==> src/rtl/activation_requant_collector.sv <==
// activation_requant_collector
//   Collects one signed neuron result per cycle for a layer. Each result is passed through
//   ReLU, an arithmetic right shift by SHIFT, and saturation to a signed WIDTH_OUT value,
//   then packed into a flattened layer-output vector. The block also tracks a running
//   argmax over the raw inputs and raises layer_done until the controller acknowledges it.
//
//   Build option: define ACT_ROUND_EN for round-half-up requantisation; when it is left
//   undefined the shift truncates.
//
// Ports
//   clk           in   single clock, rising edge
//   reset_n       in   asynchronous active-low reset
//   layer_start   in   starts a new layer (accepted only in IDLE)
//   in_valid      in   in_data carries the next neuron result
//   in_data       in   signed neuron result, WIDTH_IN bits
//   in_ready      out  high while collecting (decoded from state)
//   layer_data    out  flattened activations, entry k at [(k+1)*WIDTH_OUT-1 -: WIDTH_OUT]
//   argmax_index  out  index of the largest raw in_data this layer
//   layer_done    out  high in DONE until layer_ack
//   layer_ack     in   consumer acknowledge of layer_done

module activation_requant_collector #(
   parameter int unsigned N_NEURONS = 32,
   parameter int unsigned WIDTH_IN  = 32,
   parameter int unsigned WIDTH_OUT = 8,
   parameter int unsigned SHIFT     = 8,
   localparam int unsigned IdxW     = (N_NEURONS > 1) ? $clog2(N_NEURONS) : 1
) (
   input  logic                           clk,
   input  logic                           reset_n,
   input  logic                           layer_start,
   input  logic                           in_valid,
   input  logic [WIDTH_IN-1:0]            in_data,
   output logic                           in_ready,
   output logic [WIDTH_OUT*N_NEURONS-1:0] layer_data,
   output logic [IdxW-1:0]                argmax_index,
   output logic                           layer_done,
   input  logic                           layer_ack
);

   localparam logic [1:0] StIdle    = 2'd0;
   localparam logic [1:0] StCollect = 2'd1;
   localparam logic [1:0] StDone    = 2'd2;

   // One extra bit so the rounding add cannot overflow.
   localparam int unsigned ExtW = WIDTH_IN + 1;

   localparam logic signed [ExtW-1:0] SatMax   = ExtW'((64'd1 << (WIDTH_OUT - 1)) - 64'd1);
   localparam logic signed [ExtW-1:0] RoundAdd = ExtW'(64'd1 << (SHIFT - 1));
   localparam logic [IdxW-1:0]        LastIdx  = IdxW'(N_NEURONS - 1);
   localparam logic signed [WIDTH_IN-1:0] MostNeg = {1'b1, {(WIDTH_IN - 1){1'b0}}};

   logic [1:0]                     state_q, state_d;
   logic [IdxW-1:0]                idx_q, idx_d;
   logic [WIDTH_OUT*N_NEURONS-1:0] data_q, data_d;
   logic [IdxW-1:0]                argmax_q, argmax_d;
   logic signed [WIDTH_IN-1:0]     max_q, max_d;
   logic                           done_q, done_d;

   logic signed [ExtW-1:0]         x_ext;
   logic signed [ExtW-1:0]         x_rnd;
   logic signed [ExtW-1:0]         y_shift;
   logic [WIDTH_OUT-1:0]           q_val;
   logic                           accept;

   assign in_ready     = (state_q == StCollect);
   assign accept       = in_valid && in_ready;
   assign layer_data   = data_q;
   assign argmax_index = argmax_q;
   assign layer_done   = done_q;

   // Requantisation: ReLU, shift (optionally rounded), saturate.
   always_comb begin
      x_ext = {in_data[WIDTH_IN-1], in_data};
`ifdef ACT_ROUND_EN
      x_rnd = x_ext + RoundAdd;
`else
      x_rnd = x_ext;
`endif
      y_shift = x_rnd >>> SHIFT;
      if (in_data[WIDTH_IN-1]) begin
         q_val = '0;
      end else if (y_shift > SatMax) begin
         q_val = SatMax[WIDTH_OUT-1:0];
      end else begin
         q_val = y_shift[WIDTH_OUT-1:0];
      end
   end

   always_comb begin
      state_d  = state_q;
      idx_d    = idx_q;
      data_d   = data_q;
      argmax_d = argmax_q;
      max_d    = max_q;
      done_d   = done_q;

      case (state_q)
         StIdle: begin
            if (layer_start) begin
               state_d  = StCollect;
               idx_d    = '0;
               data_d   = '0;
               argmax_d = '0;
               max_d    = MostNeg;
            end
         end
         StCollect: begin
            if (accept) begin
               data_d[idx_q*WIDTH_OUT +: WIDTH_OUT] = q_val;
               // Strictly greater keeps the first occurrence on ties; the first accept
               // always updates even if it equals the most-negative seed.
               if (($signed(in_data) > max_q) || (idx_q == '0)) begin
                  max_d    = $signed(in_data);
                  argmax_d = idx_q;
               end
               idx_d = idx_q + 1'b1;
               if (idx_q == LastIdx) begin
                  state_d = StDone;
                  done_d  = 1'b1;
               end
            end
         end
         StDone: begin
            if (layer_ack) begin
               state_d = StIdle;
               done_d  = 1'b0;
            end
         end
         default: begin
            state_d = StIdle;
            done_d  = 1'b0;
         end
      endcase
   end

   always_ff @(posedge clk or negedge reset_n) begin
      if (!reset_n) begin
         state_q  <= StIdle;
         idx_q    <= '0;
         data_q   <= '0;
         argmax_q <= '0;
         max_q    <= MostNeg;
         done_q   <= 1'b0;
      end else begin
         state_q  <= state_d;
         idx_q    <= idx_d;
         data_q   <= data_d;
         argmax_q <= argmax_d;
         max_q    <= max_d;
         done_q   <= done_d;
      end
   end

endmodule
==> config.mk <==
export PLATFORM = sky130hd
export DESIGN_NAME = activation_requant_collector
export DESIGN_NICKNAME = d
export VERILOG_FILES = /design/src/rtl/activation_requant_collector.sv
export SDC_FILE = /design/constraint.sdc
export NUM_CORES = 1
export LEC_CHECK = 0
export BUFFER_PORTS_ARGS = -buffer_cell sky130_fd_sc_hd__buf_2
export CAP_MARGIN = 10
export CORE_ASPECT_RATIO = 0.5
export CORE_MARGIN = 3
export CORE_UTILIZATION = 50
export CTS_CLUSTER_DIAMETER = 60
export DETAILED_ROUTE_END_ITERATION = 12
export GPL_ROUTABILITY_DRIVEN = 0
export GPL_TIMING_DRIVEN = 0
export PLACE_DENSITY = 0.75
export SLEW_MARGIN = 30
export SYNTH_ARGS = -nofsm -noshare
export SYNTH_HDL_FRONTEND = slang
export SYNTH_SLANG_ARGS = --single-unit
==> constraint.sdc <==
create_clock -name clk -period 8.3 [get_ports clk]
set_input_delay 1.245 -clock clk [delete_from_list [all_inputs] [get_ports clk]]
set_output_delay 1.245 -clock clk [all_outputs]
set_load 0.05 [all_outputs]
# Word level (Yosys, flattened, before mapping)
# Cells that the tools add are included.
# W data, S select, Z words.
dict set report word_totals {
  ff_bits 301
  inputBits 37
  output_inout_bits 263
  wordCells 55
}
dict set report classes {
  addsub 2
  magnitude_cmp 2
  n_eq_ne 8
  shift 2
  muxes 25
  bitwise 1
  reduce_logical 9
}
# operator count
set ops {}
lappend ops {{$mux W256} 2}
lappend ops {{$pmux W256 S2} 1}
lappend ops {{$bwmux W256} 1}
lappend ops {{$shift A8 B34 Y256 const A} 1}
lappend ops {{$shiftx A8 B34 Y256} 1}
lappend ops {{$mux W32} 3}
lappend ops {{$pmux W32 S2} 1}
lappend ops {{$neg A8 Y34} 1}
lappend ops {{$gt A32 B32 Y1} 1}
lappend ops {{$gt A24 B8 Y1 const B} 1}
lappend ops {{$mux W5} 4}
lappend ops {{$pmux W5 S2} 2}
lappend ops {{$mux W8} 2}
lappend ops {{$reduce_and A4 Y1} 3}
lappend ops {{$mux W2} 4}
lappend ops {{$ne A2 B1 Y1 const B} 3}
lappend ops {{$pmux W2 S3} 1}
lappend ops {{$add A5 B1 Y5 const B} 1}
lappend ops {{$eq A5 B5 Y1 const B} 1}
lappend ops {{$logic_not A5 Y1} 1}
lappend ops {{$ne A2 B2 Y1 const B} 2}
lappend ops {{$mux W1} 3}
lappend ops {{$pmux W1 S3} 1}
lappend ops {{$reduce_and A3 Y1} 1}
lappend ops {{7 further kinds} 7}

# Depth between registers and ports, before layout
dict set report depth {
  ltp_word 7
  depth_mapped 12
  ltp_nobuf 10
}

# Worst setup path after synthesis
# Ideal clock, no wire load.
dict set report synth_timing {
  path_kind {input port to flip-flop}
  from {input port in_data[31]}
  to {register argmax_q[1] (netlist: argmax_index[1])}
  setup_ps 121
  arrival_time_ps 3332
  t_required_ps 8179
  setup_slack_ps 4847
  cell_stages 9
  path_buffers 2
  cell_sequence {ha_1 -> nand4_2 -> or4_4 -> nor3_2 -> a2111oi_2 -> or3_1 -> buf_6 -> buf_8 -> a22o_1}
}
dict set report synth_via {
  elab_chain_cells 4
}
# item line
set synth_rtl {}
lappend synth_rtl {{start, declared} 33} ;# input logic [WIDTH_IN-1:0] in_data,
lappend synth_rtl {{$gt A32 B32 Y1} 113} ;# if (($signed(in_data) > max_q) || (idx_q == '0)) begin
lappend synth_rtl {{$logic_or A1 B1 Y1} 113}
lappend synth_rtl {{$ne A2 B1 Y1 (no line)} n/a}
lappend synth_rtl {{$reduce_and A4 Y1 (no line)} n/a}
lappend synth_rtl {{end signal, assigned} 149} ;# argmax_q <= argmax_d;
lappend synth_rtl {{end, declared} 56} ;# logic [IdxW-1:0] argmax_q, argmax_d;
# No other way between the ends.
# A chain may end at the register's enable or synchronous reset.

# Final worst setup path
dict set report layout_timing {
  from {register idx_q[1]}
  to {register data_q[67] (netlist: layer_data[67])}
}
dict set report layout_via {
  elab_chain_cells 5
  elab_cells_between_ends 6
  classes_between {add/sub: 1; shift: 2; mux: 3}
}
# item line
set layout_rtl {}
lappend layout_rtl {{start, declared} 54} ;# logic [IdxW-1:0] idx_q, idx_d;
lappend layout_rtl {{start signal, assigned} 147} ;# idx_q <= idx_d;
lappend layout_rtl {{$neg A8 Y34 *} 110} ;# data_d[idx_q*WIDTH_OUT +: WIDTH_OUT] = q_val;
lappend layout_rtl {{$shiftx A8 B34 Y256 or $shift A8 B34 Y256 (tied branches)} 110}
lappend layout_rtl {{$bwmux W256 *} 110}
lappend layout_rtl {{$mux W256 *} 109} ;# if (accept) begin
lappend layout_rtl {{$pmux W256 S2 *} 98} ;# case (state_q)
lappend layout_rtl {{end signal, assigned} 148} ;# data_q <= data_d;
lappend layout_rtl {{end, declared} 55} ;# logic [WIDTH_OUT*N_NEURONS-1:0] data_q, data_d;
# Mark *: on every way between the ends. The rest lies on a longest branch, timed or not. The select of a mux whose other input is x is not followed.

==> results.ini <==
[yosys]
synth_xor_area_share_pct = 0.490
syn_area_um2 = 12200
synth-simple-area-share_pct = 14.7
syn_area_per_cell_um2 = 10.6
synthAdderAreaFrac_pct = 3.68
yosysUniqueCellTypes = 54
synth_top_family_by_area = compound AO/OA/AOI/OAI gates
yosys_warnings = 0
synth-edff-count = 0
async_reset_ff_share_pct = 100
synthCells = 1150
synthMuxAreaShare_pct = 0.0817
synth_fp_nets = 1223
synth_flop_cell = dfrtp_1
synth-compound-area-share_pct = 17.0
ys_ff_latch = 301
synth-seq-area-share_pct = 61.5

[floorplan]
die_h_um = 117
io_pins = 300
initial_core_util_pct = 52.3
die_x_um = 227
die_area_um2 = 26500
coreArea_um2 = 23400
fp-row-count = 39

[worst_setup_path]
crit_chain = inv_1, ha_1, clkbuf_1, nor3b_1, ha_1, nand3_1, nor2_1, a31oi_1, nand2_1, o21ai_0
critPathSlowestCell = nor2_1
reg2reg_slack_ns = 4.59
reg2reg_to = layer_data[67]$_DFFE_PN0P_
r2r_start = idx_q[1]$_DFFE_PN0P_
critPathKind = register to register
ff2ff_path_depth = 10
critPathLaunch = idx_q[1]$_DFFE_PN0P_
crit_required_ns = 8.68
critPathLaunchType = register
crit_arrival_ns = 4.09
cp_max_fo = 9
worst_path_most_repeated_cell = ha_1
crit_path_end_kind = register
critPathMaxStageDelay_ns = 0.91
endpoint = layer_data[67]$_DFFE_PN0P_

[finish]
fin_area_um2 = 15100
layout_common_cells = buf_2 (303), dfrtp_1 (300), nand2_1 (263)
final_common_cell = buf_2
utilization_pct = 64.4
antenna_cells = 0
post_route_cells_drive_above_1_share_pct = 25.2
instances_no_fill = 1806
syn_to_final_growth_pct = 23.3
nets = 1554

[clock_network]
cts_root_buffer = clkbuf_16
cts_buffers = 27
clk_pin_slew_ns = 0.07
cts_sinks = 301
postCtsSetupBuffers = 0
cts_tree = built
cts_resized = 0
clockBufferDepth = 3
clock_latency_ns = 0.55
holdBufCountCts = 0
htreeDepth = 1

[sta]
setup_violations = 0
period_minus_slack_ns = 3.71
tightest_slew_ns = 1.06
max_freq_mhz = 270
fin_setup_tns_ns = 0
worst_slack_ns = 4.59
finalClockSkew_ns = 0.0147
rsz0062_at_grt = false
min_period_over_period_pct = 44.7
relSlewSlack_pct = 28.9
maxSlewViolCount = 0
hold_viol_final = 0

[power_and_ir_drop]
p_int_mw = 3.14
worst_ir_drop_vdd_mv = 0.259
p_sw_share_pct = 46.9
combPwrFrac_pct = 44.3
power_leakage_nw = 7.79
p_sw_mw = 2.77
p_seq_share_pct = 34.5
powerDensity_nw_per_um2 = 392
pwr-share-clk_pct = 21.2

[global_routing]
grt_overflow = 0
grt_use_total_pct = 28.3
grt_pass1_wl_um = 57600
grt_pass1_vias = 10200
antenna_found_initial = 0
grt_max_degree = 91

[drt]
drtIter0Drc = 1188
viasPerCell = 5.81
wl_um = 38100
drc = 0
detail-route-antenna-nets = 0
route.vias.total = 10500
wire_per_inst_um = 21.1
drtPass1Iterations = 6

[min_path]
hp-start = layer_data[163]$_DFFE_PN0P_
min_path_cells = 2
min_path_type = register to register

[placement]
dp.cells = 1759
hpwl_um = 28200
dpl_worst_slack_ns = 4.46
io_buffers = 299
dpl_cell_area_um2 = 14200

[outcome]
status = completed

[flow_run]
drv_cap = 0

sequential cells by signal (all words and copies together) (netlist names):
register / count
layer_data: 256
idx_q: 5
argmax_index: 5
state_q: 2
max_q: 32
layer_done: 1
worst max-delay path, delay by kind of cell (launching register included):
kind | cells | cell delay, ns
and+or+nand+nor | 4 | 1.56
adders and majority gates | 2 | 0.55
AOI/OAI and AO/OA | 2 | 0.57
DFF | 1 | 0.54
buffers and inverters | 2 | 0.31
worst min path at each step:
stage	end	slack, ns
after floorplan	max_q[10]$_DFFE_PN0P_	0.47
after global placement	layer_data[35]$_DFFE_PN0P_	0.46
after detailed placement	layer_data[222]$_DFFE_PN0P_	0.46
after CTS	layer_data[4]$_DFFE_PN0P_	0.48
after global routing	layer_data[83]$_DFFE_PN0P_	0.49
final	layer_data[163]$_DFFE_PN0P_	0.48
metrics by stage:
step | power [mW] | hold slack [ns]
finish | 5.91 | 0.478
global route | 6.19 | 0.492
CTS | 5.90 | 0.477
detailed placement | 4.65 | 0.462
global placement | 4.56 | 0.460
floorplan | 3.87 | 0.473
cell families after synthesis:
group,after synthesis
AND/OR/NAND/NOR,404
buffers and inverters,66
AO/OA/AOI/OAI,336
XOR/XNOR,6
multiplexers,1
flip-flops,301
adder cells (fa/ha/maj),36
area by class of cell:
cell class	count	area (um^2)
inverter	39	146
sequential	301	7530
clock inverter	12	124
clock buffer	35	746
multi-input combinational	783	4400
fill	1869	8330
tap	307	384
buffer	27	171
timing repair buffer	302	1590
Yosys cell counts, types with 2 or more instances:
cell type / number / share of area (%)
dfrtp_1: 300 / 61
nand2_1: 263 / 8.1
o21ai_0: 126 / 5.1
o21ai_1: 58 / 2.4
nor2_1: 48 / 1.5
a22o_1: 43 / 3.1
a21oi_1: 40 / 1.6
inv_1: 38 / 1.2
ha_1: 36 / 3.7
and2_1: 34 / 1.7
o31ai_1: 28 / 1.7
a32o_1: 21 / 1.7
clkbuf_1: 15 / 0.46
nand3_1: 12 / 0.49
nand4_1: 8 / 0.41
nor4_1: 6 / 0.31
buf_2: 5 / 0.20
nor3_1: 5 / 0.20
nor3_2: 5 / 0.41
a31oi_1: 4 / 0.20
buf_6: 4 / 0.37
nand2b_1: 4 / 0.20
or4_1: 4 / 0.25
a21oi_2: 3 / 0.21
buf_8: 3 / 0.37
xor2_1: 3 / 0.21
a221oi_1: 2 / 0.14
and3_1: 2 / 0.10
and4_1: 2 / 0.14
nor2_2: 2 / 0.10
o211ai_1: 2 / 0.12
xnor2_1: 2 / 0.14
routing by layer:
metal / GRT usage (%) / up-vias / wire length, um
met2: 44.5 / 436 / 17900
li1: - / 4709 / -
met4: 9.39 / 0 / 1170
met1: 39.2 / 5259 / 16000
met3: 6.76 / 80 / 3060
met5: 0.538 / - / 0
power groups by stage:
stage | clock network, mW | logic (mW) | registers [mW]
global route | 1.33 | 2.79 | 2.07
floorplan | 0 | 0.931 | 2.94
finish | 1.25 | 2.62 | 2.04
global placement | 0 | 2.52 | 2.04
detailed placement | 0 | 2.59 | 2.05
CTS | 1.26 | 2.60 | 2.03
No activity file was read; power rests on OpenSTA's default activity.
